## src/rtl/pip_operand_fetch_if.sv

```systemverilog
// Issue-stage bundle: instruction in, operands out to the ALU,
// result writeback in, and the hazard-stall counter out.
interface pip_operand_fetch_if #(
  parameter int DATA_W = 4,
  parameter int AW     = 3,
  parameter int CNT_W  = 8
);
  logic              in_valid;
  logic [11:0]       in_instr;
  logic              in_ready;
  logic              out_valid;
  logic              out_ready;
  logic [DATA_W-1:0] out_a;
  logic [DATA_W-1:0] out_b;
  logic [2:0]        out_op;
  logic [AW-1:0]     out_rd;
  logic              wb_en;
  logic [AW-1:0]     wb_addr;
  logic [DATA_W-1:0] wb_data;
  logic [CNT_W-1:0]  stall_cnt;

  // Upstream/ALU side driving the operand fetch stage
  modport master (
    output in_valid, in_instr, out_ready, wb_en, wb_addr, wb_data,
    input  in_ready, out_valid, out_a, out_b, out_op, out_rd, stall_cnt
  );

  // The operand fetch stage itself
  modport slave (
    input  in_valid, in_instr, out_ready, wb_en, wb_addr, wb_data,
    output in_ready, out_valid, out_a, out_b, out_op, out_rd, stall_cnt
  );
endinterface

```

## src/rtl/pip_operand_fetch.sv

```systemverilog
// Operand fetch / issue stage for the 4-bit pipelined ALU.
// Reads rs1/rs2 from a small register file with same-cycle writeback
// bypass, interlocks RAW/WAW hazards with a per-register busy scoreboard,
// and presents the operands through a registered valid/ready output.
module pip_operand_fetch #(
  parameter int DATA_W = 4,
  parameter int NREG   = 8,
  parameter int AW     = 3,
  parameter int CNT_W  = 8
) (
  input  logic                 clk,
  input  logic                 rst,
  pip_operand_fetch_if.slave   bus
);

  logic [DATA_W-1:0] rf_reg [NREG];
  logic [NREG-1:0]   busy_reg;
  logic              out_valid_reg;
  logic [DATA_W-1:0] out_a_reg;
  logic [DATA_W-1:0] out_b_reg;
  logic [2:0]        out_op_reg;
  logic [AW-1:0]     out_rd_reg;
  logic [CNT_W-1:0]  stall_cnt_reg;

  logic [2:0]        op;
  logic [AW-1:0]     rd;
  logic [AW-1:0]     rs1;
  logic [AW-1:0]     rs2;
  logic [NREG-1:0]   wb_clr;
  logic              hazard;
  logic              space;
  logic              ready;
  logic              accept;
  logic [DATA_W-1:0] rs1_val;
  logic [DATA_W-1:0] rs2_val;

  assign op  = bus.in_instr[11:9];
  assign rd  = bus.in_instr[8:6];
  assign rs1 = bus.in_instr[5:3];
  assign rs2 = bus.in_instr[2:0];

  // A writeback landing this cycle releases its register immediately
  genvar gi;
  generate
    for (gi = 0; gi < NREG; gi++) begin : g_wb_clr
      assign wb_clr[gi] = bus.wb_en && (bus.wb_addr == AW'(gi));
    end
  endgenerate

  // Hazard detection, readiness and bypassed operand reads
  always_comb begin
    hazard = ((rs1 != '0) && busy_reg[rs1] && !wb_clr[rs1]) ||
             ((rs2 != '0) && busy_reg[rs2] && !wb_clr[rs2]) ||
             ((rd  != '0) && busy_reg[rd]  && !wb_clr[rd]);
    space  = !out_valid_reg || bus.out_ready;
    ready  = space && !hazard;
    accept = bus.in_valid && ready;
    rs1_val = (rs1 == '0) ? '0 : (wb_clr[rs1] ? bus.wb_data : rf_reg[rs1]);
    rs2_val = (rs2 == '0) ? '0 : (wb_clr[rs2] ? bus.wb_data : rf_reg[rs2]);
  end

  // Register file, scoreboard, output stage and stall counter
  always_ff @(posedge clk) begin
    if (rst) begin
      for (int i = 0; i < NREG; i++) rf_reg[i] <= '0;
      busy_reg      <= '0;
      out_valid_reg <= 1'b0;
      out_a_reg     <= '0;
      out_b_reg     <= '0;
      out_op_reg    <= '0;
      out_rd_reg    <= '0;
      stall_cnt_reg <= '0;
    end else begin
      // Writeback first so a same-cycle accept to the same rd re-sets busy
      if (bus.wb_en && (bus.wb_addr != '0)) begin
        rf_reg[bus.wb_addr]   <= bus.wb_data;
        busy_reg[bus.wb_addr] <= 1'b0;
      end
      if (accept) begin
        out_valid_reg <= 1'b1;
        out_a_reg     <= rs1_val;
        out_b_reg     <= rs2_val;
        out_op_reg    <= op;
        out_rd_reg    <= rd;
        if (rd != '0) busy_reg[rd] <= 1'b1;
      end else if (bus.out_ready) begin
        out_valid_reg <= 1'b0;
      end
      // Only hazard stalls are counted, not back-pressure
      if (bus.in_valid && space && hazard && (stall_cnt_reg != '1))
        stall_cnt_reg <= stall_cnt_reg + 1'b1;
    end
  end

  assign bus.in_ready  = ready;
  assign bus.out_valid = out_valid_reg;
  assign bus.out_a     = out_a_reg;
  assign bus.out_b     = out_b_reg;
  assign bus.out_op    = out_op_reg;
  assign bus.out_rd    = out_rd_reg;
  assign bus.stall_cnt = stall_cnt_reg;

endmodule
```

## src/flat_wrapper.sv

```systemverilog
// flat-port wrapper written by rule: the top's interface ports become plain ports
module pip_operand_fetch_flat 
#(
  parameter int DATA_W = 4,
  parameter int NREG   = 8,
  parameter int AW     = 3,
  parameter int CNT_W  = 8
)
  (clk, rst, bus_in_valid, bus_in_instr, bus_out_ready, bus_wb_en, bus_wb_addr, bus_wb_data, bus_in_ready, bus_out_valid, bus_out_a, bus_out_b, bus_out_op, bus_out_rd, bus_stall_cnt);
  pip_operand_fetch_if #(.DATA_W(DATA_W), .AW(AW), .CNT_W(CNT_W)) bus_i ();
  input  logic clk;
  input  logic rst;
  input wire logic [$bits(bus_i.in_valid)-1:0] bus_in_valid;
  input wire logic [$bits(bus_i.in_instr)-1:0] bus_in_instr;
  input wire logic [$bits(bus_i.out_ready)-1:0] bus_out_ready;
  input wire logic [$bits(bus_i.wb_en)-1:0] bus_wb_en;
  input wire logic [$bits(bus_i.wb_addr)-1:0] bus_wb_addr;
  input wire logic [$bits(bus_i.wb_data)-1:0] bus_wb_data;
  output wire logic [$bits(bus_i.in_ready)-1:0] bus_in_ready;
  output wire logic [$bits(bus_i.out_valid)-1:0] bus_out_valid;
  output wire logic [$bits(bus_i.out_a)-1:0] bus_out_a;
  output wire logic [$bits(bus_i.out_b)-1:0] bus_out_b;
  output wire logic [$bits(bus_i.out_op)-1:0] bus_out_op;
  output wire logic [$bits(bus_i.out_rd)-1:0] bus_out_rd;
  output wire logic [$bits(bus_i.stall_cnt)-1:0] bus_stall_cnt;
  assign bus_i.in_valid = bus_in_valid;
  assign bus_i.in_instr = bus_in_instr;
  assign bus_i.out_ready = bus_out_ready;
  assign bus_i.wb_en = bus_wb_en;
  assign bus_i.wb_addr = bus_wb_addr;
  assign bus_i.wb_data = bus_wb_data;
  assign bus_in_ready = bus_i.in_ready;
  assign bus_out_valid = bus_i.out_valid;
  assign bus_out_a = bus_i.out_a;
  assign bus_out_b = bus_i.out_b;
  assign bus_out_op = bus_i.out_op;
  assign bus_out_rd = bus_i.out_rd;
  assign bus_stall_cnt = bus_i.stall_cnt;
  pip_operand_fetch #(.DATA_W(DATA_W), .NREG(NREG), .AW(AW), .CNT_W(CNT_W)) u_core (.clk(clk), .rst(rst), .bus(bus_i));
endmodule
```

## config.mk

```make
export PLATFORM = sky130hd
export DESIGN_NAME = pip_operand_fetch_flat
export DESIGN_NICKNAME = d
export VERILOG_FILES = /design/src/rtl/pip_operand_fetch_if.sv /design/src/rtl/pip_operand_fetch.sv /design/src/flat_wrapper.sv
export SDC_FILE = /design/constraint.sdc
export NUM_CORES = 1
export LEC_CHECK = 0
export CAP_MARGIN = 20
export CORE_AREA = 10 10 89 91
export CTS_CLUSTER_SIZE = 28
export DETAILED_ROUTE_END_ITERATION = 12
export DIE_AREA = 0 0 99 101
export DONT_BUFFER_PORTS = 1
export PLACE_DENSITY = 0.74
export SYNTH_ARGS = -nofsm -noshare
export SYNTH_HDL_FRONTEND = slang
export SYNTH_SLANG_ARGS = --single-unit
```

## constraint.sdc

```tcl
create_clock -name clk -period 2.79 [get_ports clk]
set_input_delay 0.558 -clock clk [delete_from_list [all_inputs] [get_ports clk]]
set_output_delay 0.558 -clock clk [all_outputs]
set_load 0.05 [all_outputs]
```

==> results.sh, run 1 <==
export IMPL_wl_um=8530
export IMPL_insertion_delay_ns=0.34
export IMPL_die_w_um=99
export IMPL_first_iter_violations=341
export IMPL_syn_to_final_growth_pct=8.46
export IMPL_cts_root_buf="clkbuf_8"
export IMPL_synth_top_cell_by_area="edfxtp_1"
export IMPL_hold_violations=0
export IMPL_syn_nets=347
export IMPL_synth_area_leaders="edfxtp_1 (25%), dfxtp_1 (18%), mux4_2 (6.6%)"
export IMPL_ys_seq_elements=59
export IMPL_cts_resized=0
export IMPL_endpoint_kind="output pin"
export IMPL_syn_cell_area_um2=3420
export IMPL_cts_setup_buffers=0
export IMPL_syn_inst=322
export IMPL_synth_cell_type_count=49
export IMPL_cp_max_fo=4
export IMPL_fin_total_pwr_mw=2.11
export IMPL_finalCritPeriodShare=0.953
export IMPL_crit_slowest_cell="dfxtp_1"
export IMPL_yosys_top_cells_count="and2_1 (30), dfxtp_1 (30), edfxtp_1 (29), nand2_1 (18), nor2_1 (18)"
export IMPL_start_kind="register"
export IMPL_drc=0
export IMPL_cts_max_level=3
export IMPL_crit_family="compound AO/OA/AOI/OAI gates"
export IMPL_dp_hpwl_um=6350
export IMPL_tritoncts="done"
export IMPL_placed_cell_area_um2=3520
export IMPL_track_usage=0.173
export IMPL_setup_viol=0
export IMPL_drtAntennaViolNets=0
export IMPL_cts_sinks=59
export IMPL_portBuffers=0
export IMPL_nets=351
export IMPL_syn_avg_cell_area_um2=10.6
export IMPL_final_design_area_no_fill_um2=3710
export IMPL_slowest_delay_ns=0.36
export IMPL_max_cap_violations=0
export IMPL_synth_edff_count=29
export IMPL_vias=2583
export IMPL_largest_reg_flops=29
export IMPL_clock_skew_final_ns=0.00955
export IMPL_hp_class="in -> reg"
export IMPL_ctsHoldBuffers=0
export IMPL_ios=48
export IMPL_avgRoutedWirePerCell_um=20.9
export IMPL_antenna_found_initial=0
export IMPL_ir_worst_vdd_mv=0.401
export IMPL_core_area_um2=6200
export IMPL_clock_path_buffers=2
export IMPL_yosys_most_used_dff="dfxtp_1"
export IMPL_rows=29
export IMPL_grt_max_degree=34
export IMPL_rsz0062_at_grt="false"
export IMPL_status="finished, final reports clean"
export IMPL_drt_first_pass_iters=5
export IMPL_yosysWarnings=0
export IMPL_die_y_um=101
export IMPL_critical_path_arrival_ns=2.10
export IMPL_layout_drive_gt1_share=0.215
export IMPL_finalSetupTns_ns=0
export IMPL_grt_overflow=0
export IMPL_via_per_inst=6.33
export IMPL_postSynth_asyncResetShare=0
export IMPL_power_density_nw_per_um2=569
export IMPL_worst_path_buf_inv=1
export IMPL_slew_headroom=0.455
export IMPL_grt_pass1_wl_um=13600
export IMPL_yosysSeqAreaShare=0.430
export IMPL_crit_chain="mux2_2 -> a221oi_1 -> nor4_1 -> buf_4 -> a211oi_2 -> and2_4"
export IMPL_diodes=0
export IMPL_initial_core_util=0.551
export IMPL_numCtsBuffers=9
export IMPL_post_route_min_period_ns=2.66
export IMPL_max_freq_mhz=376
export IMPL_gp_congestion=0.943
export IMPL_clk_transition_reported_paths_ns=0.07
export IMPL_path_class="reg -> out"
export IMPL_grt_pass1_vias=2587
export IMPL_leakagePower_nw=1.27
export IMPL_die_area_um2=10000
export IMPL_synth_top_area_frac=0.255
export IMPL_crit_required_ns=2.23
export IMPL_drv_slew=0
export IMPL_tightest_slew_ns=0.810
==> area by class of cell <==
class / instances / area [µm²]
clock buffers: 10 / 128
well taps: 77 / 96.3
repair buffers: 15 / 113
flip-flops and latches: 59 / 1470
fillers: 497 / 2500
clock inverters: 6 / 56.3
multi-input cells: 229 / 1800
inverters: 12 / 45.0
==> per-stage QoR <==
step / worst slack (ns) / hold slack (ns) / std cells / util
2_1_floorplan: 0.0361 / 0.467 / 322 / -
3_3_place_gp: 0.169 / 0.522 / 392 / 0.568
3_5_place_dp: 0.148 / 0.520 / 392 / 0.568
4_1_cts: 0.139 / 0.275 / 408 / 0.597
5_1_grt: 0.0163 / 0.263 / 408 / 0.597
6_report: 0.132 / 0.287 / 408 / 0.597
==> worst paths after layout <==
kind	start	slack, ns	cells past startpoint	to
max	u_core.busy_reg[3]	0.13	6	bus_in_ready
min	rst	0.29	1	u_core.bus.out_b[0]
max reg2reg	u_core.busy_reg[1]	0.41	7	u_core.bus.stall_cnt[7]
min reg2reg	u_core.busy_reg[5]	0.54	2	u_core.busy_reg[5]
==> per-layer routing <==
layer	GRT usage	share of wire
met1	0.193	0.39
met2	0.270	0.46
met3	0.0933	0.12
met4	0.0717	0.016
met5	0	0
==> where the power goes <==
group	switching, mW	internal, mW	leakage, nW
combinational	0.152	0.136	0.655
clock	0.345	0.405	0.0935
sequential	0.107	0.963	0.525
total	0.605	1.50	1.27
==> layout by cell type, fill, tap and decap left out, drive strengths merged, types with 4 or more instances in the layout <==
| cell | Yosys | layout |
|---|---|---|
| or3 | 5 | 5 |
| a211oi | 6 | 6 |
| nand2 | 18 | 18 |
| nor2b | 10 | 10 |
| mux2i | 13 | 13 |
| a21oi | 5 | 5 |
| xor2 | 7 | 7 |
| buf | 12 | 15 |
| o22ai | 6 | 6 |
| nor4 | 7 | 7 |
| and2 | 30 | 30 |
| clkbuf | 10 | 10 |
| dfxtp | 30 | 30 |
| o2111a | 4 | 4 |
| nor3 | 14 | 14 |
| a221oi | 8 | 8 |
| nand2b | 7 | 7 |
| clkinv | 0 | 4 |
| a31oi | 5 | 5 |
| nand3 | 5 | 5 |
| edfxtp | 29 | 29 |
| nand4 | 5 | 5 |
| nor2 | 21 | 21 |
| inv | 12 | 12 |
| o21ai | 10 | 10 |
| mux2 | 11 | 11 |
| mux4 | 10 | 10 |
==> kinds of logic (layout without fill, tap and decap cells) <==
logic type,after synthesis,count (layout),synth area share
muxes,34,34,0.140
other,1,1,0.00110
and+or+nand+nor,129,129,0.213
buffers and inverters,34,43,0.0494
adders and majority gates,1,1,0.00366
xor gates and xnor gates,7,7,0.0179
DFF,59,59,0.430
AOI/OAI and AO/OA,57,57,0.144
(Power assumes the default switching activity.)
==> run 2, diff against run 1 <==
- CORE_AREA: 10 10 89 91 -> 10 10 87 89
- CTS_BUF_LIST: unset -> sky130_fd_sc_hd__clkbuf_4 sky130_fd_sc_hd__clkbuf_8
- DIE_AREA: 0 0 99 101 -> 0 0 97 99
- PLACE_DENSITY: 0.74 -> 0.77
- SLEW_MARGIN: unset -> 20
==> run 2 against run 1 <==
Net effect: die area fell by 4.0%; cell count stayed put; combinational power up 2%; clock skew fell by 0.0011 ns; flip-flop and latch count unchanged; total power up 1.9%; via count decreased by 0.66%; first-iteration DRC count shrank 34%; global-route usage up 0.35 points; critical path type is now in -> out; largest power group unchanged; highest routed layer unchanged.
==> results.sh, run 2 (same netlist as run 1, synthesis figures left out) <==
export IMPL_die_y_um=99
export IMPL_post_route_min_period_ns=2.72
export IMPL_drv_slew=0
export IMPL_hold_start="rst"
export IMPL_largest_reg_flops=29
export IMPL_dr_max_layer_used="met4"
export IMPL_max_freq_mhz=368
export IMPL_max_cap_violations=0
export IMPL_path_class="in -> out"
export IMPL_avgRoutedWirePerCell_um=20.6
export IMPL_grt_pass1_wl_um=13700
export IMPL_endpoint_kind="output pin"
export IMPL_insertion_delay_ns=0.35
export IMPL_nets=353
export IMPL_p_seq_frac=0.497
export IMPL_rows=28
export IMPL_cp_max_fo=13
export IMPL_fin_util=0.640
export IMPL_critical_path_arrival_ns=2.16
export IMPL_layout_drive_gt1_share=0.222
export IMPL_wl_met1_um=3430
export IMPL_layout_common_cells="dfxtp_1 (30), and2_1 (29), edfxtp_1 (29)"
export IMPL_placed_cell_area_um2=3520
export IMPL_crit_required_ns=2.23
export IMPL_die_area_um2=9600
export IMPL_wl_met2_um=3990
export IMPL_wl_met3_um=833
export IMPL_start_kind="primary input"
export IMPL_ir_worst_vdd_mv=0.371
export IMPL_drtAntennaViolNets=0
export IMPL_drt_first_pass_iters=5
export IMPL_ios=48
export IMPL_syn_to_final_growth_pct=9.48
export IMPL_grt_pass1_vias=2599
export IMPL_vias=2566
export IMPL_rsz0062_at_grt="true"
export IMPL_ctsHoldBuffers=0
export IMPL_pre_cts_ws_ns=-0.0266
export IMPL_fin_hold_ws_ns=0.283
export IMPL_grt_overflow=0
export IMPL_slew_headroom=0.414
export IMPL_hold_violations=0
export IMPL_first_iter_violations=225
export IMPL_via_per_inst=6.29
export IMPL_initial_core_util=0.584
export IMPL_track_usage=0.177
export IMPL_cts_root_buf="clkbuf_8"
export IMPL_final_design_area_no_fill_um2=3740
export IMPL_tightest_slew_ns=0.870
export IMPL_finalCritPeriodShare=0.975
export IMPL_diodes=0
export IMPL_reg2regPathDepth=8
export IMPL_fillCellCount=467
export IMPL_clock_path_buffers=2
export IMPL_cts_max_level=3
export IMPL_hp_class="in -> reg"
export IMPL_clock_skew_final_ns=0.00840
export IMPL_switching_share=0.286
export IMPL_leakagePower_nw=1.29
export IMPL_die_w_um=97
export IMPL_grt_max_degree=34
export IMPL_core_area_um2=5850
export IMPL_layout_commonest_cell="dfxtp_1"
export IMPL_r2r_end="u_core.bus.stall_cnt[6]"
export IMPL_wl_um=8420
export IMPL_switchingPower_mw=0.614
export IMPL_portBuffers=0
export IMPL_status="finished, final reports clean"
export IMPL_layout_setup_ws_ns=0.0693
export IMPL_setup_viol=0
export IMPL_power_density_nw_per_um2=574
export IMPL_min_path_cells=1
export IMPL_clk_transition_reported_paths_ns=0.07
export IMPL_tritoncts="done"
export IMPL_r2r_start="u_core.busy_reg[5]"
export IMPL_numCtsBuffers=9
export IMPL_comb_power_share=0.137
export IMPL_hold_end="u_core.bus.out_rd[2]"
export IMPL_p_int_mw=1.53
export IMPL_drc=0
export IMPL_cts_sinks=59
export IMPL_antenna_found_initial=0
export IMPL_pwr_share_clk=0.365
export IMPL_gp_congestion=0.879
export IMPL_r2r_slack_ns=0.41
export IMPL_dp_hpwl_um=6200
run 2: routing by layer:
metal | track usage | vias to the layer above
met5 | 0 | -
met4 | 0.0885 | 0
met3 | 0.0608 | 17
met2 | 0.279 | 114
met1 | 0.209 | 1229
li1 | - | 1206
run 2: final cells by class:
class | count | area, µm² | share of cell area
Tap cell | 75 | 93.8 | 0.0251
Inverter | 12 | 45.0 | 0.0120
Clock inverter | 6 | 55.1 | 0.0147
Timing Repair Buffer | 17 | 128 | 0.0341
Clock buffer | 10 | 138 | 0.0368
Sequential cell | 59 | 1470 | 0.393
Multi-Input combinational cell | 229 | 1810 | 0.484
run 2: how the worst max path moves through the flow:
stage,startpoint,to,cells past startpoint
2_1_floorplan,bus_wb_addr[2],bus_in_ready,7
3_3_place_gp,bus_in_instr[8],bus_in_ready,5
3_5_place_dp,bus_in_instr[8],bus_in_ready,5
4_1_cts,bus_in_instr[8],bus_in_ready,5
5_1_grt,bus_in_instr[8],bus_in_ready,5
6_report,bus_in_instr[8],bus_in_ready,5
run 2: critical path, cell delays in order:
cell and delay, ns:
or4_4 0.53, a2111oi_4 0.31, nor3_2 0.10, a211oi_4 0.36, and2_4 0.31
run 2: timing repair:
action,CTS,global route
endpoints found under the setup margin,1,1
resized for setup,1,1
setup buffers,0,2
pin swaps,0,4
run 2: metrics by stage:
stage | power (mW) | cells | setup TNS, ns
final | 2.15 | 408 | 0
after global routing | 2.21 | 408 | -0.00759
after CTS | 2.14 | 406 | 0
after detailed placement | 1.37 | 390 | -0.0266
after global placement | 1.36 | 390 | -0.0302
after floorplan | 1.34 | 322 | 0
run 2: power by group through the flow:
stage	Combinational [mW]	Clock (mW)	Sequential, mW
finish	0.294	0.785	1.07
global route	0.324	0.812	1.08
CTS	0.288	0.786	1.07
global placement	0.278	0	1.08
detailed placement	0.285	0	1.09
floorplan	0.259	0	1.08
==> run 3, diff against run 2 <==
- ABC_AREA: unset -> 1
- CORE_AREA: 10 10 87 89 -> 10 10 93 95
- DIE_AREA: 0 0 97 99 -> 0 0 103 105
- HOLD_SLACK_MARGIN: unset -> 0.05
- SLEW_MARGIN: 20 -> 30
==> run 3 against run 2 <==
Net effect: critical path depth increased by 5; cell count increased by 63%; total power increased by 17%; largest cell class unchanged.
==> results.sh, run 3 <==
export IMPL_die_w_um=103
export IMPL_initial_core_util=0.585
export IMPL_switching_share=0.296
export IMPL_rows=30
export IMPL_clock_skew_final_ns=0.0109
export IMPL_largest_reg_flops=32
export IMPL_grt_max_degree=27
export IMPL_cts_sinks=63
export IMPL_cts_max_level=3
export IMPL_drv_slew=0
export IMPL_ios=48
export IMPL_ys_seq_elements=63
export IMPL_cts_root_buf="clkbuf_8"
export IMPL_hold_end="u_core.bus.stall_cnt[7]"
export IMPL_grt_pass1_wl_um=18100
export IMPL_tritoncts="done"
export IMPL_cts_resized=0
export IMPL_synth_xor_area_frac=0.0133
export IMPL_p_int_mw=1.77
export IMPL_diodes=0
export IMPL_synth_top_area_frac=0.243
export IMPL_drtAntennaViolNets=0
export IMPL_fin_hold_ws_ns=0.267
export IMPL_min_path_cells=1
export IMPL_critical_path_arrival_ns=1.84
export IMPL_hp_class="in -> reg"
export IMPL_r2r_slack_ns=0.72
export IMPL_die_y_um=105
export IMPL_syn_cell_area_um2=3950
export IMPL_fillCellCount=620
export IMPL_clk_transition_reported_paths_ns=0.07
export IMPL_synth_cell_type_count=34
export IMPL_crit_required_ns=2.23
export IMPL_comb_power_share=0.144
export IMPL_instances_no_fill=664
export IMPL_layout_commonest_cell="nand2_1"
export IMPL_hold_violations=0
export IMPL_syn_to_final_growth_pct=7.31
export IMPL_yosys_area_share_adder=0.00316
export IMPL_synth_top_cell_by_area="edfxtp_1"
export IMPL_slew_headroom=0.548
export IMPL_portBuffers=0
export IMPL_cts_setup_buffers=0
export IMPL_switchingPower_mw=0.744
export IMPL_vias=3717
export IMPL_dp_cells=648
export IMPL_layout_common_cells="nand2_1 (197), nor2_1 (75), inv_1 (56)"
export IMPL_numCtsBuffers=9
export IMPL_max_cap_violations=0
export IMPL_finalSetupTns_ns=0
export IMPL_max_freq_mhz=418
export IMPL_tightest_slew_ns=0.676
export IMPL_yosys_top_cells_count="nand2_1 (197), nor2_1 (75), inv_1 (56), nand3_1 (50), edfxtp_1 (32)"
export IMPL_setup_viol=0
export IMPL_die_area_um2=10800
export IMPL_drc=0
export IMPL_path_class="reg -> out"
export IMPL_synth_compound_gate_area_share=0.0801
export IMPL_start_kind="register"
export IMPL_yosys_most_used_dff="edfxtp_1"
export IMPL_clock_path_buffers=2
export IMPL_r2r_start="u_core.bus.stall_cnt[0]"
export IMPL_cp_max_fo=11
export IMPL_synth_mux_area_frac=0
export IMPL_leakagePower_nw=1.99
export IMPL_syn_inst=579
export IMPL_synth_area_leaders="edfxtp_1 (24%), nand2_1 (19%), dfxtp_1 (16%)"
export IMPL_core_area_um2=6760
export IMPL_post_route_min_period_ns=2.39
export IMPL_status="finished, final reports clean"
export IMPL_nets=604
export IMPL_rsz0062_at_grt="false"
export IMPL_antenna_found_initial=0
export IMPL_yosysWarnings=0
export IMPL_syn_avg_cell_area_um2=6.83
export IMPL_grt_overflow=0
export IMPL_synth_top_family_by_area="simple AND/OR/NAND/NOR gates"
export IMPL_wl_um=11000
export IMPL_endpoint_kind="output pin"
export IMPL_dp_hpwl_um=8140
export IMPL_avgRoutedWirePerCell_um=16.6
export IMPL_yosys_area_share_simple=0.397
export IMPL_p_seq_frac=0.454
export IMPL_hold_start="rst"
export IMPL_synth_edff_count=32
export IMPL_via_per_inst=5.60
export IMPL_pwr_share_clk=0.402
export IMPL_ir_worst_vdd_mv=0.341
export IMPL_layout_drive_gt1_share=0.130
export IMPL_postSynth_asyncResetShare=0
export IMPL_gp_congestion=0.916
export IMPL_synth_most_common_cell="nand2_1"
export IMPL_r2r_end="u_core.bus.stall_cnt[6]"
export IMPL_finalCritPeriodShare=0.858
export IMPL_grt_pass1_vias=3602
export IMPL_yosysSeqAreaShare=0.400
export IMPL_ctsHoldBuffers=0
export IMPL_reg2regPathDepth=8
export IMPL_track_usage=0.209
export IMPL_insertion_delay_ns=0.35
export IMPL_power_density_nw_per_um2=592
export IMPL_first_iter_violations=376
export IMPL_drt_first_pass_iters=5
## run 3: cell types whose count changed in the layout (fill, tap and decap cells not counted), moves of 11 or more
cell	before	now
nor2_1	18	75
nor3_1	12	0
inv_1	12	56
mux2i_1	13	0
nand2_2	0	18
mux2_2	11	0
and2_1	29	0
nand2_1	18	197
nand3_1	4	50
o21ai_0	10	25
## run 3: final cells by class
class / instances / area [µm²] / share of cell area
clock buffer: 10 / 138 / 0.0324
tap: 80 / 100 / 0.0236
inverter: 69 / 262 / 0.0616
clock inverter: 6 / 116 / 0.0274
multi-input combinational: 426 / 1970 / 0.464
sequential: 63 / 1580 / 0.373
timing repair buffer: 10 / 75.1 / 0.0177
## run 3: logic make-up after synthesis
kind of cell / Yosys count
and+or+nand+nor: 363
buffers and inverters: 93
AOI/OAI and AO/OA: 52
DFF: 63
xor gates and xnor gates: 6
other: 1
adders and majority gates: 1
## run 3: routing by layer
| layer | track usage | routed length, µm |
|---|---|---|
| met1 | 0.259 | 4360 |
| met2 | 0.320 | 5050 |
| met3 | 0.0639 | 1220 |
| met4 | 0.0984 | 393 |
| met5 | 0 | 0 |
## run 3: how the worst max path moves through the flow
stage                             startpoint            to  slack [ns]  depth (start not counted)
after floorplan              bus_in_instr[0]  bus_in_ready        0.31                         12
after global placement       bus_in_instr[3]  bus_in_ready        0.48                         11
after detailed placement     bus_in_instr[0]  bus_in_ready        0.45                         11
after CTS                 u_core.busy_reg[4]  bus_in_ready        0.40                         10
after global routing         bus_in_instr[0]  bus_in_ready        0.24                         11
final                     u_core.busy_reg[4]  bus_in_ready        0.40                         10
## run 3: power by group through the flow
stage / Combinational (mW) / Clock, mW / Sequential (mW)
after floorplan: 0.309 / 0 / 1.16
after global placement: 0.348 / 0 / 1.16
after detailed placement: 0.353 / 0 / 1.16
after CTS: 0.357 / 1.02 / 1.14
after global routing: 0.410 / 1.06 / 1.15
final: 0.361 / 1.01 / 1.14
## run 3: critical path, cell delays in order, from the launching register on
cell and delay, ns:
dfxtp_1 0.33, inv_1 0.13, nand2_1 0.08, nand3_1 0.08, nand3_1 0.08, nand3_2 0.09
nand2_2 0.07, inv_4 0.13, o21ai_4 0.15, a21oi_2 0.15, buf_4 0.21
## run 3: per-stage QoR
step	power (mW)	util	worst slack, ns	cell area [µm²]
after CTS	2.52	0.628	0.403	4240
after global routing	2.62	0.628	0.242	4240
after floorplan	1.47	-	0.309	3970
final	2.51	0.628	0.396	4240
after detailed placement	1.52	0.590	0.445	3990
after global placement	1.51	0.590	0.482	3990
